`src/rtl/fwd_scoreboard_if.sv`:
```
// Decode-side bundle for the forwarding/hazard unit:
// decoding-instruction fields in, bypass selects and stall status out.
interface fwd_scoreboard_if #(
    parameter int REG_W = 4,
    parameter int SEL_W = 2,
    parameter int CNT_W = 16
);
    logic             hold;
    logic             flush;
    logic             id_valid;
    logic             id_regwrite;
    logic             id_load;
    logic [REG_W-1:0] id_dest;
    logic [REG_W-1:0] id_op1;
    logic [REG_W-1:0] id_op2;
    logic             id_use1;
    logic             id_use2;
    logic [SEL_W-1:0] forward_a;
    logic [SEL_W-1:0] forward_b;
    logic             stall;
    logic [CNT_W-1:0] stall_cnt;

    modport master (
        output hold, flush, id_valid, id_regwrite, id_load,
        output id_dest, id_op1, id_op2, id_use1, id_use2,
        input  forward_a, forward_b, stall, stall_cnt
    );

    modport slave (
        input  hold, flush, id_valid, id_regwrite, id_load,
        input  id_dest, id_op1, id_op2, id_use1, id_use2,
        output forward_a, forward_b, stall, stall_cnt
    );
endinterface

```
`src/rtl/fwd_scoreboard.sv`:
```
// Shift-register scoreboard of in-flight destinations: youngest-first
// bypass selects, load-use stall with bubble insertion, stall counter.
module fwd_scoreboard #(
    parameter int REG_W      = 4,
    parameter int STAGES     = 3,
    parameter int LOAD_READY = 1,
    parameter int SEL_W      = $clog2(STAGES + 1),
    parameter int CNT_W      = 16
) (
    input logic            clk,
    input logic            rst_n,
    fwd_scoreboard_if.slave sb_if
);

    typedef struct packed {
        logic             valid;
        logic             regwrite;
        logic             load;
        logic [REG_W-1:0] dest;
    } ent_t;

    ent_t             sb [STAGES];
    logic [CNT_W-1:0] cnt_q;

    logic [SEL_W-1:0] sel_a;
    logic [SEL_W-1:0] sel_b;
    logic             hz_a;
    logic             hz_b;
    logic             stall_c;
    logic             accept;

    // Scan oldest to youngest so the youngest match overwrites last.
    always_comb begin
        sel_a = '0;
        sel_b = '0;
        hz_a  = 1'b0;
        hz_b  = 1'b0;
        for (int i = STAGES - 1; i >= 0; i--) begin
            if (sb[i].valid && sb[i].regwrite &&
                sb[i].dest == sb_if.id_op1 && sb_if.id_use1) begin
                sel_a = SEL_W'(i + 1);
                hz_a  = sb[i].load && (i < LOAD_READY);
            end
            if (sb[i].valid && sb[i].regwrite &&
                sb[i].dest == sb_if.id_op2 && sb_if.id_use2) begin
                sel_b = SEL_W'(i + 1);
                hz_b  = sb[i].load && (i < LOAD_READY);
            end
        end
    end

    assign stall_c = sb_if.id_valid && !sb_if.flush && (hz_a || hz_b);
    assign accept  = sb_if.id_valid && !stall_c && !sb_if.flush;

    always_ff @(posedge clk or negedge rst_n) begin
        if (!rst_n) begin
            for (int i = 0; i < STAGES; i++) begin
                sb[i] <= '0;
            end
            cnt_q <= '0;
        end else if (!sb_if.hold) begin
            if (accept) begin
                sb[0] <= '{valid:    1'b1,
                           regwrite: sb_if.id_regwrite,
                           load:     sb_if.id_load,
                           dest:     sb_if.id_dest};
            end else begin
                sb[0] <= '0;
            end
            // A flushed EX entry is killed as it moves into MEM.
            for (int i = 1; i < STAGES; i++) begin
                sb[i]       <= sb[i-1];
                sb[i].valid <= sb[i-1].valid && !(sb_if.flush && i == 1);
            end
            if (stall_c && cnt_q != {CNT_W{1'b1}}) begin
                cnt_q <= cnt_q + 1'b1;
            end
        end
    end

    assign sb_if.forward_a = sel_a;
    assign sb_if.forward_b = sel_b;
    assign sb_if.stall     = stall_c;
    assign sb_if.stall_cnt = cnt_q;

endmodule
```
`src/flat_wrapper.sv`:
```
// flat-port wrapper written by rule: the top's interface ports become plain ports
module fwd_scoreboard_flat 
#(
    parameter int REG_W      = 4,
    parameter int STAGES     = 3,
    parameter int LOAD_READY = 1,
    parameter int SEL_W      = $clog2(STAGES + 1),
    parameter int CNT_W      = 16
)
  (clk, rst_n, sb_if_hold, sb_if_flush, sb_if_id_valid, sb_if_id_regwrite, sb_if_id_load, sb_if_id_dest, sb_if_id_op1, sb_if_id_op2, sb_if_id_use1, sb_if_id_use2, sb_if_forward_a, sb_if_forward_b, sb_if_stall, sb_if_stall_cnt);
  fwd_scoreboard_if #(.REG_W(REG_W), .SEL_W(SEL_W), .CNT_W(CNT_W)) sb_if_i ();
  input logic clk;
  input logic rst_n;
  input wire logic [$bits(sb_if_i.hold)-1:0] sb_if_hold;
  input wire logic [$bits(sb_if_i.flush)-1:0] sb_if_flush;
  input wire logic [$bits(sb_if_i.id_valid)-1:0] sb_if_id_valid;
  input wire logic [$bits(sb_if_i.id_regwrite)-1:0] sb_if_id_regwrite;
  input wire logic [$bits(sb_if_i.id_load)-1:0] sb_if_id_load;
  input wire logic [$bits(sb_if_i.id_dest)-1:0] sb_if_id_dest;
  input wire logic [$bits(sb_if_i.id_op1)-1:0] sb_if_id_op1;
  input wire logic [$bits(sb_if_i.id_op2)-1:0] sb_if_id_op2;
  input wire logic [$bits(sb_if_i.id_use1)-1:0] sb_if_id_use1;
  input wire logic [$bits(sb_if_i.id_use2)-1:0] sb_if_id_use2;
  output wire logic [$bits(sb_if_i.forward_a)-1:0] sb_if_forward_a;
  output wire logic [$bits(sb_if_i.forward_b)-1:0] sb_if_forward_b;
  output wire logic [$bits(sb_if_i.stall)-1:0] sb_if_stall;
  output wire logic [$bits(sb_if_i.stall_cnt)-1:0] sb_if_stall_cnt;
  assign sb_if_i.hold = sb_if_hold;
  assign sb_if_i.flush = sb_if_flush;
  assign sb_if_i.id_valid = sb_if_id_valid;
  assign sb_if_i.id_regwrite = sb_if_id_regwrite;
  assign sb_if_i.id_load = sb_if_id_load;
  assign sb_if_i.id_dest = sb_if_id_dest;
  assign sb_if_i.id_op1 = sb_if_id_op1;
  assign sb_if_i.id_op2 = sb_if_id_op2;
  assign sb_if_i.id_use1 = sb_if_id_use1;
  assign sb_if_i.id_use2 = sb_if_id_use2;
  assign sb_if_forward_a = sb_if_i.forward_a;
  assign sb_if_forward_b = sb_if_i.forward_b;
  assign sb_if_stall = sb_if_i.stall;
  assign sb_if_stall_cnt = sb_if_i.stall_cnt;
  fwd_scoreboard #(.REG_W(REG_W), .STAGES(STAGES), .LOAD_READY(LOAD_READY), .SEL_W(SEL_W), .CNT_W(CNT_W)) u_core (.clk(clk), .rst_n(rst_n), .sb_if(sb_if_i));
endmodule
```
`config.mk`:
```
export PLATFORM = sky130hd
export DESIGN_NAME = fwd_scoreboard_flat
export DESIGN_NICKNAME = d
export VERILOG_FILES = /design/src/rtl/fwd_scoreboard_if.sv /design/src/rtl/fwd_scoreboard.sv /design/src/flat_wrapper.sv
export SDC_FILE = /design/constraint.sdc
export NUM_CORES = 1
export LEC_CHECK = 0
export BUFFER_PORTS_ARGS = -buffer_cell sky130_fd_sc_hd__buf_2
export CORE_ASPECT_RATIO = 1.2
export CORE_UTILIZATION = 48
export DETAILED_ROUTE_END_ITERATION = 6
export PLACE_DENSITY = 0.75
export SYNTH_ARGS = -nofsm -noshare
export SYNTH_HDL_FRONTEND = slang
export SYNTH_SLANG_ARGS = --single-unit
export TNS_END_PERCENT = 20
```
`constraint.sdc`:
```
create_clock -name clk -period 2.01 [get_ports clk]
set_clock_uncertainty 0.1 [all_clocks]
set_input_delay 0.1005 -clock clk [delete_from_list [all_inputs] [get_ports clk]]
set_output_delay 0.1005 -clock clk [all_outputs]
set_load 0.02 [all_outputs]
```
Word level (Yosys, flattened, before mapping)
Cells that the tools add are included.
Word-level totals
  register bits after elaboration: 35
  latch bits: 0
  RAM bits: 0
  bits in read-only memories: 0
  output and inout port bits: 21
  word-level logic and storage cells: 54
  memories: 0
Operators by class
  $add $sub $neg: 1
  $mul: 0
  div/mod/pow operators: 0
  order comparisons: 0
  eq/ne operators: 7
  shift-type cells: 0
  mux-type cells: 9
  bitwise logic cells: 1
  reductions and logical operators: 25
Operator list (number)
  $eq 4x4->1: 6
  $logic_and 1x1->1: 21
  $add 16x1->16 const B: 1
  $ne 16x16->1 const B: 1
  $mux 2: 6
  $mux 7: 1
  $logic_not 1->1: 2
  $mux 1: 2
  $reduce_and 2->1: 1
  $logic_or 1x1->1: 1
  $not 1->1: 1

Logic depth before layout (Yosys ltp)
Gate-level depths: netlist of the first run.
  depth after elaboration: 10
  depth in mapped cells: 8
  mapped depth without buffers: 7

Least setup slack after synthesis of the first run
No wires, ideal clock.
  path kind: reg-to-reg
  from: register u_core.cnt_q[0], in the netlist u_core.sb_if.stall_cnt[0]
  to: register u_core.cnt_q[1], in the netlist u_core.sb_if.stall_cnt[1]
  setup time: 0.125 ns
  arrival time: 1.857 ns
  data required time: 1.785 ns
  path slack: -0.072 ns
  cell stages (with the launch flop): 8
  buffers on the path: 1
  clock period less this slack: 2.082 ns
  cells stage by stage: dfrtp_1 ha_1 nand3_1 nor3_1 nand4_1 o2111ai_4 buf_6 mux2_4
Between the ends
  word-level cells in the longest chain between the ends: 3
  elaborated cells on any way between the ends: 4
Ends and longest elaborated chain
  start: declaration: RTL line fwd_scoreboard.sv:23  | logic [CNT_W-1:0] cnt_q;
  start signal: assignment: RTL line fwd_scoreboard.sv:76  | cnt_q <= cnt_q + 1'b1;
  branches (longest 3 deep; another with $add 16x1->16)
Parallel ways; which one is timed is not known.
A chain may end at the register's enable or synchronous reset.

Final worst setup path of the first run
  from: register u_core.sb[17] (netlist name)
  to: register u_core.cnt_q[1], in the netlist u_core.sb_if.stall_cnt[1]
Between the ends
  word-level cells in the longest chain between the ends: 8
  elaborated cells on any way between the ends: 12
Ends and longest elaborated chain
  start: declaration: RTL line fwd_scoreboard.sv:22  | ent_t sb [STAGES];
  start signal: indexed assignment: RTL line fwd_scoreboard.sv:72  | sb[i] <= sb[i-1];
  $eq 4x4->1, on equally long branches: RTL line fwd_scoreboard.sv:40, fwd_scoreboard.sv:45
  $logic_and 1x1->1, on equally long branches: RTL line fwd_scoreboard.sv:39, fwd_scoreboard.sv:44
  $logic_and 1x1->1, on equally long branches: RTL line fwd_scoreboard.sv:40, fwd_scoreboard.sv:45
  $mux 1, on equally long branches: RTL line fwd_scoreboard.sv:39, fwd_scoreboard.sv:44
  $logic_or 1x1->1 *: RTL line fwd_scoreboard.sv:52  | assign stall_c = sb_if.id_valid && !sb_if.flush && (hz_a || hz_b);
  $logic_and 1x1->1 *: RTL line fwd_scoreboard.sv:52
  $logic_and 1x1->1 *: RTL line fwd_scoreboard.sv:75  | if (stall_c && cnt_q != {CNT_W{1'b1}}) begin
  $reduce_and 2->1 (no source line) *
Every way passes the cells marked *; elsewhere a longest branch is shown, timed or not.

==> metrics.md, run 1 <==
| Metric | Value |
|---|---|
| Layout fillers | 309 |
| Mux cell area share after synthesis | 6.05% |
| Most common cell after layout, fill and taps aside | buf_2 |
| Pwr/cell area | 596 nW/um2 |
| Reg2Reg Launch Point | u_core.sb[17]$_DFFE_PN0N_ |
| Num rows | 24 |
| Max clock buf depth | 2 |
| Ys Warns | 0 |
| Failing checks | setup timing |
| I/O Buffers | 41 |
| RSZ-0062 raised after global routing | yes |
| Pleak | 1.32 nW |
| DRC Markers | 0 |
| Setup Slack @ Placement | -0.0606 ns |
| Layout Nets | 269 |
| Top_reg_cell synth | dfrtp_1 |
| Reg clk slew, reported paths | 0.07 ns |
| Part of the power in registers | 47.9% |
| Final Hold Fails | 0 |
| H-tree level count | 2 |
| MaxCap Viol Count | 0 |
| Arrival @ worst endpoint | 2.18 ns |
| Top Ports | 42 |
| Largest family of logic cells by synthesized area | simple AND/OR/NAND/NOR gates |
| Synthesized area per cell | 11.0 um2 |
| Initial Util | 51.6% |
| Most frequent cells in the layout | buf_2 (36), dfrtp_1 (33), xor2_1 (21) |
| Initial antenna violation count | 0 |
| Clock Sinks | 35 |
| Nature of the critical path startpoint | flop |
| Adder-Cell Fraction of Synth Area | 0.651% |
| Total power | 1.59 mW |
| DR vias/cell | 5.24 |
| Post-layout util | 71.7% |
| FF-to-FF setup slack | -0.09 ns |
| Die H | 71.3 um |
| Final setup margin | -0.0873 ns |
| Measured slew at the worst slew-check pin | 0.756 ns |
| Worst-Skew Late Latency | 0.30 ns |
| FFs w/ async S/R, synth | 100% |
| Routed len/inst | 14.1 um |
| Hold path depth | 3 |
| Placed insts | 277 |
| CP Capture Point | u_core.sb_if.stall_cnt[1]$_DFFE_PN0P_ |
| WS Path Type | reg -> reg |
| Crit. End Element | flop |
| Antenna Cells | 0 |
| Grt ovf | 0 |
| Final cell count without fillers | 300 |
| Min-Delay Path Class | in -> reg |
| Final GP Congestion | 0.780 |
| Critical Path Fanout Max | 7 |
| Clock power frac | 41.2% |
| Layout cells sized above 1 | 42.7% |
| 1st-iter DRT viols | 70 |
| DRT antenna net count | 0 |
| Run status | finished with violations |
| Layout area overhead | 38.9% |
| Xor-xnor portion of the synthesized cell area | 15.5% |
| Cell-internal power | 1.22 mW |
| R2R depth | 7 |
| Dpl cell area | 2290 um2 |
| GR Util All Layers | 22.5% |
| Hold WS | 0.225 ns |
| Post-DP HPWL | 2910 um |
| Mapped Cells | 175 |
| Core ar. | 3720 um2 |
| FF+latch count, synth | 35 |
| Largest net degree at the start of global routing | 36 |
| Switching Share | 23.3% |
| Design area | 2670 um2 |
| Comb power frac | 10.9% |
| Worst Path Required | 2.09 ns |
| Maximum VDD drop | 0.463 mV |
| NetSw | 0.371 mW |
| R2r endpoint | u_core.sb_if.stall_cnt[1]$_DFFE_PN0P_ |
| Compound-Gate Fraction of Synth Area | 8.46% |
| Top post-synthesis cells by area | dfrtp_1 (46%), xor2_1 (9.6%), xnor2_1 (5.9%), mux2_2 (5.3%), a22o_1 (3.2%) |
| Final worst path period share | 104% |
| Die Wd | 59.8 um |
| Tmin final | 2.10 ns |
| Mapped Area | 1920 um2 |
| Die footprint | 4260 um2 |
| Vias in the first global route | 1562 |
| Slew Limit Headroom | 49.6% |
| DR pass1 iterations | 4 |
| Detailed Route WL | 4230 um |
| Setup violators final | 14 |
| CTS Buf Count | 5 |
| Fmax | 477 MHz |
| Slew Limit Fails | 0 |
| Clock root buffer | clkbuf_8 |
| Synth top area share | 45.5% |
| CTS tree | done |
| Post-synth EDFFs | 0 |
| Total number of vias | 1571 |
| First-pass GRT wire length | 7040 um |
| Syn_nets | 197 |
| Setup_tns | -0.498 ns |
| Share of synthesized area occupied by flip-flops and latches | 45.5% |
| Simple-gate area share of the yosys netlist | 20.3% |
| Synth area leader | dfrtp_1 |
| Synth unique cells | 35 |
| Critical path origin | u_core.sb[17]$_DFFE_PN0N_ |
timing repair:
item,4_1_cts,5_1_grt
endpoints found under the hold margin,42,0
endpoints found under the setup margin,8,28
buffers inserted,2,4
resized for setup,6,23
hold buffers,8,0
pin swaps,5,17
cloned,0,1
worst min path at each step:
stage	start	endpoint	slack [ns]
floorplan	rst_n	u_core.sb[0]$_DFFE_PN0N_	-0.30
global placement	rst_n	u_core.sb[5]$_DFFE_PN0N_	0.12
detailed placement	rst_n	u_core.sb[12]$_DFFE_PN0N_	0.12
CTS	sb_if_hold	u_core.sb[7]$_DFFE_PN0N_	0.22
global route	sb_if_hold	u_core.sb[13]$_DFFE_PN0N_	0.25
finish	sb_if_hold	u_core.sb[7]$_DFFE_PN0N_	0.23
critical path: stages (launching register included):
cell and delay (ns):
dfrtp_1 0.42, xnor2_1 0.16, nand4_1 0.16, nor4_4 0.31, buf_4 0.18, o2111ai_4 0.14, clkbuf_16 0.22, mux2_4 0.29
cells by family (layout without fill, tap and decap cells):
group,after synthesis,after routing
simple gates,60,60
compound gates,19,19
flops,35,35
mux,10,10
buf+inv,16,89
fa+ha+maj,1,1
xor+xnor,34,34
state kept, by name, summed over array words and instances, names as in the netlist:
signal / cells
u_core.sb: 19
u_core.sb_if.stall_cnt: 16
final cells by class:
class	instances	area, um2	area share [%]
Clock inverter	2	35.0	1.31
Multi-Input combinational cell	124	1070	40.0
Timing Repair Buffer	70	500	18.7
Tap cell	52	65.1	2.44
Sequential cell	35	878	32.9
Clock buffer	6	82.6	3.09
Inverter	11	41.3	1.55
routing by layer:
metal	up-vias	share of wire (%)	track usage [%]
li1	756	-	-
met1	762	41	27.0
met2	45	52	37.4
met3	8	4.3	5.78
met4	0	2.1	10.1
met5	-	0	0
power by group through the flow:
| stage | combinational [mW] | clock (mW) | sequential (mW) |
|---|---|---|---|
| floorplan | 0.0883 | 0 | 0.769 |
| global placement | 0.149 | 0 | 0.775 |
| detailed placement | 0.153 | 0 | 0.776 |
| CTS | 0.165 | 0.673 | 0.762 |
| global route | 0.190 | 0.701 | 0.767 |
| finish | 0.173 | 0.657 | 0.763 |
cell usage after synthesis (all sizes together), types with 2 or more instances:
library cell and instances:
dfrtp 35, xor2 21, xnor2 13, inv 11
mux2 10, nand2 10, nor2 9, a22o 7
nand3 7, nand4 7, nor3 7, nand2b 6
nor4 5, o21ai 5, clkbuf 4, or4 3
a21oi 2, and4 2, o2111ai 2
(Power assumes the default switching activity.)
==> run 2, diff against run 1 <==
--- a/config.mk
+++ b/config.mk
@@ -9,7 +9,9 @@
 export CORE_ASPECT_RATIO = 1.2
 export CORE_UTILIZATION = 48
 export DETAILED_ROUTE_END_ITERATION = 6
+export MAX_ROUTING_LAYER = met4
 export PLACE_DENSITY = 0.75
+export SKIP_LAST_GASP = 1
 export SYNTH_ARGS = -nofsm -noshare
 export SYNTH_HDL_FRONTEND = slang
 export SYNTH_SLANG_ARGS = --single-unit
==> constraint.sdc (replaced) <==
create_clock -name clk -period 2.01 [get_ports clk]
set_clock_uncertainty 0.1 [all_clocks]
set_input_delay 0.1005 -clock clk [delete_from_list [all_inputs] [get_ports clk]]
set_output_delay 0.1005 -clock clk [all_outputs]
set_load 0.005 [all_outputs]
==> run 2 against run 1 <==
Utilization decreased by 1.6 points. Setup slack gained 0.011 ns. Hold slack lost 0.011 ns. Final area down 2.2%. Critical path depth unchanged. The flow still finishes with violations (setup timing). Sequential share of layout area up 0.64 points. Count of clock-buffer cells in the layout unchanged. Combinational power fell by 8%. Sequential power hardly changed. Highest routed layer unchanged. Routed wire length up 6.4%.
==> metrics.md, run 2 (synthesis gave the netlist of run 1 again) <==
| Metric | Value |
|---|---|
| Slowest Stage Delay on Critical Path | 0.40 ns (was 0.42 ns) |
| Worst Path Required | 2.10 ns (was 2.09 ns) |
| Final GP Congestion | 0.771 (was 0.780) |
| Die footprint | 4260 um2 (unchanged) |
| Top Ports | 42 (unchanged) |
| Final Hold Fails | 0 (unchanged) |
| Vias in the first global route | 1513 (was 1562) |
| GR Util All Layers | 22.9% (was 22.5%) |
| Slew Limit Headroom | 48.0% (was 49.6%) |
| Measured slew at the worst slew-check pin | 0.779 ns (was 0.756 ns) |
| CTS Buf Count | 5 (unchanged) |
| Antenna Cells | 0 (unchanged) |
| Final setup margin | -0.0761 ns (was -0.0873 ns) |
| Routed len/inst | 15.0 um (was 14.1 um) |
| Fmax | 479 MHz (was 477 MHz) |
| Total number of vias | 1550 (was 1571) |
| DR vias/cell | 5.18 (was 5.24) |
| Num rows | 24 (unchanged) |
| FF-to-FF setup slack | -0.08 ns (was -0.09 ns) |
| Reg clk slew, reported paths | 0.07 ns (about the same) |
| I/O Buffers | 41 (unchanged) |
| Layout Nets | 268 (was 269) |
| Final worst path period share | 104% (about the same) |
| Setup violators final | 14 (unchanged) |
| DR pass1 iterations | 4 (unchanged) |
| Layout fillers | 304 (was 309) |
| Placed insts | 276 (was 277) |
| Nature of the critical path startpoint | flop (unchanged) |
| Run status | finished with violations (unchanged) |
| 1st-iter DRT viols | 57 (was 70) |
| Post-DP HPWL | 3050 um (was 2910 um) |
| H-tree level count | 2 (unchanged) |
| Design area | 2610 um2 (was 2670 um2) |
| Maximum VDD drop | 0.471 mV (was 0.463 mV) |
| Tmin final | 2.09 ns (was 2.10 ns) |
| Die H | 71.3 um (unchanged) |
| Layout area overhead | 35.8% (was 38.9%) |
| Setup Slack @ Placement | -0.0715 ns (was -0.0606 ns) |
| Pleak | 1.30 nW (was 1.32 nW) |
| Grt ovf | 0 (unchanged) |
| Most common cell after layout, fill and taps aside | buf_2 (unchanged) |
| Max clock buf depth | 2 (unchanged) |
| WS Path Type | reg -> reg (unchanged) |
| Dpl cell area | 2280 um2 (was 2290 um2) |
| Slew Limit Fails | 0 (unchanged) |
| Max reg flops | 19 (unchanged) |
| Worst-Skew Late Latency | 0.30 ns (about the same) |
| Initial Util | 51.6% (unchanged) |
| Clock Sinks | 35 (unchanged) |
| Min-Delay Path Class | in -> reg (unchanged) |
| MaxCap Viol Count | 0 (unchanged) |
| DRT antenna net count | 0 (unchanged) |
| Most frequent cells in the layout | buf_2 (40), dfrtp_1 (35), xor2_1 (21) (was buf_2 (36), dfrtp_1 (33), xor2_1 (21)) |
| Core ar. | 3720 um2 (unchanged) |
| Initial antenna violation count | 0 (unchanged) |
| Total power | 1.59 mW (about the same) |
| Critical Path Fanout Max | 7 (unchanged) |
| Detailed Route WL | 4500 um (was 4230 um) |
| Clock root buffer | clkbuf_8 (unchanged) |
| DRC Markers | 0 (unchanged) |
| CTS tree | done (unchanged) |
| Crit path cell chain | inv_1 -> a22o_1 -> nor4_4 -> o2111ai_4 -> buf_12 -> buf_4 -> mux2_4 (was xnor2_1 -> nand4_1 -> nor4_4 -> buf_4 -> o2111ai_4 -> clkbuf_16 -> mux2_4) |
| Crit. End Element | flop (unchanged) |
| Reg with most FFs | u_core.sb (unchanged) |
| Layout cells sized above 1 | 39.3% (was 42.7%) |
| Crit path max-delay cell type | dfrtp_1 (unchanged) |
| RSZ-0062 raised after global routing | yes (unchanged) |
| Die Wd | 59.8 um (unchanged) |
| Largest net degree at the start of global routing | 36 (unchanged) |
| Failing checks | setup timing (unchanged) |
| Pwr/cell area | 608 nW/um2 (was 596 nW/um2) |
| First-pass GRT wire length | 6990 um (was 7040 um) |
| Arrival @ worst endpoint | 2.18 ns (about the same) |
| Final cell count without fillers | 299 (was 300) |
==> run 2: cell count changes in the layout (fill, tap and decap cells not counted), sizes merged <==
cell,previous run,this run
buf,61,60
==> run 2: final timing paths <==
kind                                                        start                                endpoint  cells past startpoint
hold reg to reg            u_core.sb_if.stall_cnt[15]$_DFFE_PN0P_  u_core.sb_if.stall_cnt[15]$_DFFE_PN0P_                      1
max in group asynchronous                                   rst_n                u_core.sb[2]$_DFFE_PN0N_                      2
setup / recovery                        u_core.sb[16]$_DFFE_PN0N_   u_core.sb_if.stall_cnt[1]$_DFFE_PN0P_                      7
min in group asynchronous                                   rst_n                u_core.sb[6]$_DFFE_PN0N_                      2
setup reg to reg                        u_core.sb[16]$_DFFE_PN0N_   u_core.sb_if.stall_cnt[1]$_DFFE_PN0P_                      7
hold / removal                                         sb_if_hold               u_core.sb[13]$_DFFE_PN0N_                      4
==> run 2: per-layer routing <==
metal	track usage [%]	vias up	wire [um]
met5	-	-	0
met4	10.1	0	110
met3	4.87	11	173
met2	37.5	38	2450
met1	26.7	757	1770
li1	-	744	-
==> run 2: stage by stage <==
stage | TNS [ns] | hold WS (ns) | util, %
2_1_floorplan | 0 | -0.295 | -
6_report | -0.535 | 0.214 | 70.2
4_1_cts | -0.473 | 0.209 | 67.3
3_3_place_gp | 0 | 0.117 | 61.2
3_5_place_dp | -0.166 | 0.122 | 61.2
5_1_grt | -2.85 | 0.238 | 70.2
==> run 2: layout make-up <==
type | instances | area [um2] | share of cell area [%]
Clock buffer | 6 | 82.6 | 3.16
Clock inverter | 2 | 35.0 | 1.34
Inverter | 11 | 41.3 | 1.58
Multi-Input combinational cell | 124 | 1040 | 39.7
Sequential cell | 35 | 876 | 33.5
Tap cell | 52 | 65.1 | 2.49
Timing Repair Buffer | 69 | 475 | 18.2
==> run 2: timing repair <==
action / 4_1_cts / 5_1_grt
hold endpoints to repair: 42 / 0
endpoints found under the setup margin: 8 / 28
buffers inserted: 2 / 5
hold buffers: 8 / 0
pin swaps: 6 / 4
cloned: 0 / 1
resized for setup: 2 / 10
==> run 2: power by group <==
group	total, mW	leakage [nW]	switching, mW	internal (mW)
logic	0.160	0.788	0.0784	0.0815
registers	0.764	0.453	0.0319	0.732
clock network	0.664	0.0612	0.263	0.401
total	1.59	1.30	0.373	1.21
==> run 2: worst max-delay path: cells and delay by family (launching register included) <==
kind / cells / cell delay [ns]
AO/OA/AOI/OAI: 2 / 0.43
flip-flops: 1 / 0.40
buffers and inverters: 3 / 0.39
AND/OR/NAND/NOR: 1 / 0.39
multiplexers: 1 / 0.28
==> run 3, diff against run 2 <==
--- a/config.mk
+++ b/config.mk
@@ -7,10 +7,10 @@
 export LEC_CHECK = 0
 export BUFFER_PORTS_ARGS = -buffer_cell sky130_fd_sc_hd__buf_2
 export CORE_ASPECT_RATIO = 1.2
-export CORE_UTILIZATION = 48
+export CORE_UTILIZATION = 55
 export DETAILED_ROUTE_END_ITERATION = 6
 export MAX_ROUTING_LAYER = met4
-export PLACE_DENSITY = 0.75
+export PLACE_DENSITY = 0.81
 export SKIP_LAST_GASP = 1
 export SYNTH_ARGS = -nofsm -noshare
 export SYNTH_HDL_FRONTEND = slang
==> constraint.sdc (replaced) <==
create_clock -name clk -period 2.6 [get_ports clk]
set_clock_uncertainty 0.1 [all_clocks]
set_input_delay 0.13 -clock clk [delete_from_list [all_inputs] [get_ports clk]]
set_output_delay 0.13 -clock clk [all_outputs]
set_load 0.005 [all_outputs]
==> run 3 against run 2 <==
The flow now finishes without violations. Count of clock-buffer cells in the layout fell by 1. Sequential power fell by 23%. Non-clock buffer count fell by 21. Routed wire length fell by 15%. Hold slack got worse by 0.18 ns. First-iteration DRC count fell by 8.8%. Fmax fell by 6.7%. Via count fell by 6.7%. Die area fell by 12%. Flip-flop and latch count did not move. Highest routed layer unchanged.
==> metrics.md, run 3 (synthesis gave the netlist of run 1 again) <==
| Metric | Value |
|---|---|
| Die footprint | 3740 um2 (was 4260 um2) |
| Critical Path Fanout Max | 15 (was 7) |
| Reg with most FFs | u_core.sb (unchanged) |
| Tmin final | 2.24 ns (was 2.09 ns) |
| H-tree level count | 2 (unchanged) |
| Resized Gates After CTS | 0 (was 2) |
| Total number of vias | 1446 (was 1550) |
| Final cell count without fillers | 263 (was 299) |
| GR Util All Layers | 23.5% (was 22.9%) |
| Initial Util | 57.6% (was 51.6%) |
| Max reg flops | 19 (unchanged) |
| Layout area overhead | 22.4% (was 35.8%) |
| Setup violators final | 0 (was 14) |
| Post-DP HPWL | 2800 um (was 3050 um) |
| Routed len/inst | 14.5 um (was 15.0 um) |
| Layout fillers | 266 (was 304) |
| I/O Buffers | 41 (unchanged) |
| Num rows | 23 (was 24) |
| Measured slew at the worst slew-check pin | 0.767 ns (was 0.779 ns) |
| Min-Delay Path Class | in -> reg (unchanged) |
| CTS Buf Count | 5 (unchanged) |
| Layout Nets | 247 (was 268) |
| RSZ-0062 raised after global routing | no (was yes) |
| Largest net degree at the start of global routing | 36 (unchanged) |
| Most frequent cells in the layout | buf_2 (41), dfrtp_1 (35), xor2_1 (21) (was buf_2 (40), dfrtp_1 (35), xor2_1 (21)) |
| Hold_buf cts | 7 (was 8) |
| Final Hold Fails | 0 (unchanged) |
| Pwr/cell area | 546 nW/um2 (was 608 nW/um2) |
| Initial antenna violation count | 0 (unchanged) |
| Slew Limit Fails | 0 (unchanged) |
| Detailed Route WL | 3810 um (was 4500 um) |
| Top Ports | 42 (unchanged) |
| Layout cells sized above 1 | 30.5% (was 39.3%) |
| Worst-Skew Late Latency | 0.28 ns (was 0.30 ns) |
| Arrival @ worst endpoint | 2.35 ns (was 2.18 ns) |
| Clock root buffer | clkbuf_8 (unchanged) |
| Setup_tns | 0 ns (was -0.535 ns) |
| Final worst path period share | 86.0% (was 104%) |
| 1st-iter DRT viols | 52 (was 57) |
| CTS tree | done (unchanged) |
| DR vias/cell | 5.50 (was 5.18) |
| Nature of the critical path startpoint | flop (unchanged) |
| Crit. End Element | flop (unchanged) |
| MaxCap Viol Count | 0 (unchanged) |
| Clock Sinks | 35 (unchanged) |
| Reg clk slew, reported paths | 0.07 ns (about the same) |
| Die H | 66.8 um (was 71.3 um) |
| Max clock buf depth | 2 (unchanged) |
| Worst Path Required | 2.71 ns (was 2.10 ns) |
| Post-CTS Repair Setup Buffers | 0 (was 2) |
| Grt ovf | 0 (unchanged) |
| DRT antenna net count | 0 (unchanged) |
| Core ar. | 3340 um2 (was 3720 um2) |
| Die Wd | 56.0 um (was 59.8 um) |
| WS Path Type | reg -> reg (unchanged) |
| First-pass GRT wire length | 6510 um (was 6990 um) |
| DRC Markers | 0 (unchanged) |
| Slew Limit Headroom | 48.9% (was 48.0%) |
| DR pass1 iterations | 5 (was 4) |
| Fmax | 447 MHz (was 479 MHz) |
| Pleak | 1.17 nW (was 1.30 nW) |
| Placed insts | 248 (was 276) |
| Run status | completed (was finished with violations) |
| Final GP Congestion | 0.818 (was 0.771) |
| Most common cell after layout, fill and taps aside | buf_2 (unchanged) |
| Antenna Cells | 0 (unchanged) |
| Vias in the first global route | 1417 (was 1513) |
| Maximum VDD drop | 0.419 mV (was 0.471 mV) |
## run 3: changes by cell type in the layout (fill, tap and decap cells not counted), sizes merged
cell | before | now
buf | 60 | 41
bufinv | 1 | 2
clkbuf | 7 | 5
clkinv | 1 | 0
clkinvlp | 0 | 1
dlygate4sd3 | 8 | 7
## run 3: layout make-up
type,instances,area (um2),area share (%)
tap,37,46.3,1.97
timing repair buffer,48,275,11.7
clock buffer,5,68.8,2.92
clock inverter,3,67.6,2.87
inverter,11,41.3,1.75
sequential,35,876,37.2
multi-input combinational,124,980,41.6
## run 3: power by group
part / switching, mW / internal, mW / total [mW]
clock network: 0.197 / 0.382 / 0.579
logic: 0.0582 / 0.0587 / 0.117
registers: 0.0247 / 0.566 / 0.590
total: 0.280 / 1.01 / 1.29
## run 3: routing by layer
| layer | global-route usage, % | vias to the layer above | wire length, um |
|---|---|---|---|
| li1 | - | 706 | - |
| met1 | 27.9 | 696 | 1730 |
| met2 | 40.6 | 40 | 1890 |
| met3 | 4.85 | 4 | 156 |
| met4 | 7.32 | 0 | 35 |
| met5 | - | - | 0 |
## run 3: path summary, 6_finish.rpt
check	depth (start not counted)	end	slack [ns]	start
worst max-delay path	6	u_core.sb_if.stall_cnt[8]$_DFFE_PN0P_	0.36	u_core.sb[16]$_DFFE_PN0N_
worst min-delay path	3	u_core.sb[13]$_DFFE_PN0N_	0.03	sb_if_flush
worst max register to register	6	u_core.sb_if.stall_cnt[8]$_DFFE_PN0P_	0.36	u_core.sb[16]$_DFFE_PN0N_
worst min register to register	1	u_core.sb_if.stall_cnt[15]$_DFFE_PN0P_	0.41	u_core.sb_if.stall_cnt[15]$_DFFE_PN0P_
max in group asynchronous	2	u_core.sb_if.stall_cnt[0]$_DFFE_PN0P_	1.56	rst_n
min in group asynchronous	2	u_core.sb_if.stall_cnt[10]$_DFFE_PN0P_	0.36	rst_n
## run 3: stage by stage
step | power [mW] | area [um2] | hold slack (ns) | utilization (%) | setup slack (ns)
after floorplan | 0.663 | 1920 | -0.266 | - | 0.572
after global placement | 0.709 | 2150 | 0.142 | 64.4 | 0.462
after detailed placement | 0.711 | 2150 | 0.157 | 64.4 | 0.377
after CTS | 1.31 | 2350 | 0.0162 | 70.5 | 0.370
after global routing | 1.34 | 2350 | 0.0562 | 70.5 | 0.208
final | 1.29 | 2350 | 0.0296 | 70.5 | 0.363
## run 3: critical path, stage by stage (launching register included)
cell,delay (ns)
dfrtp_1,0.42
or2b_1,0.18
o2111ai_2,0.13
nor4_4,0.45
o2111ai_4,0.35
nor3_1,0.36
xor2_1,0.17
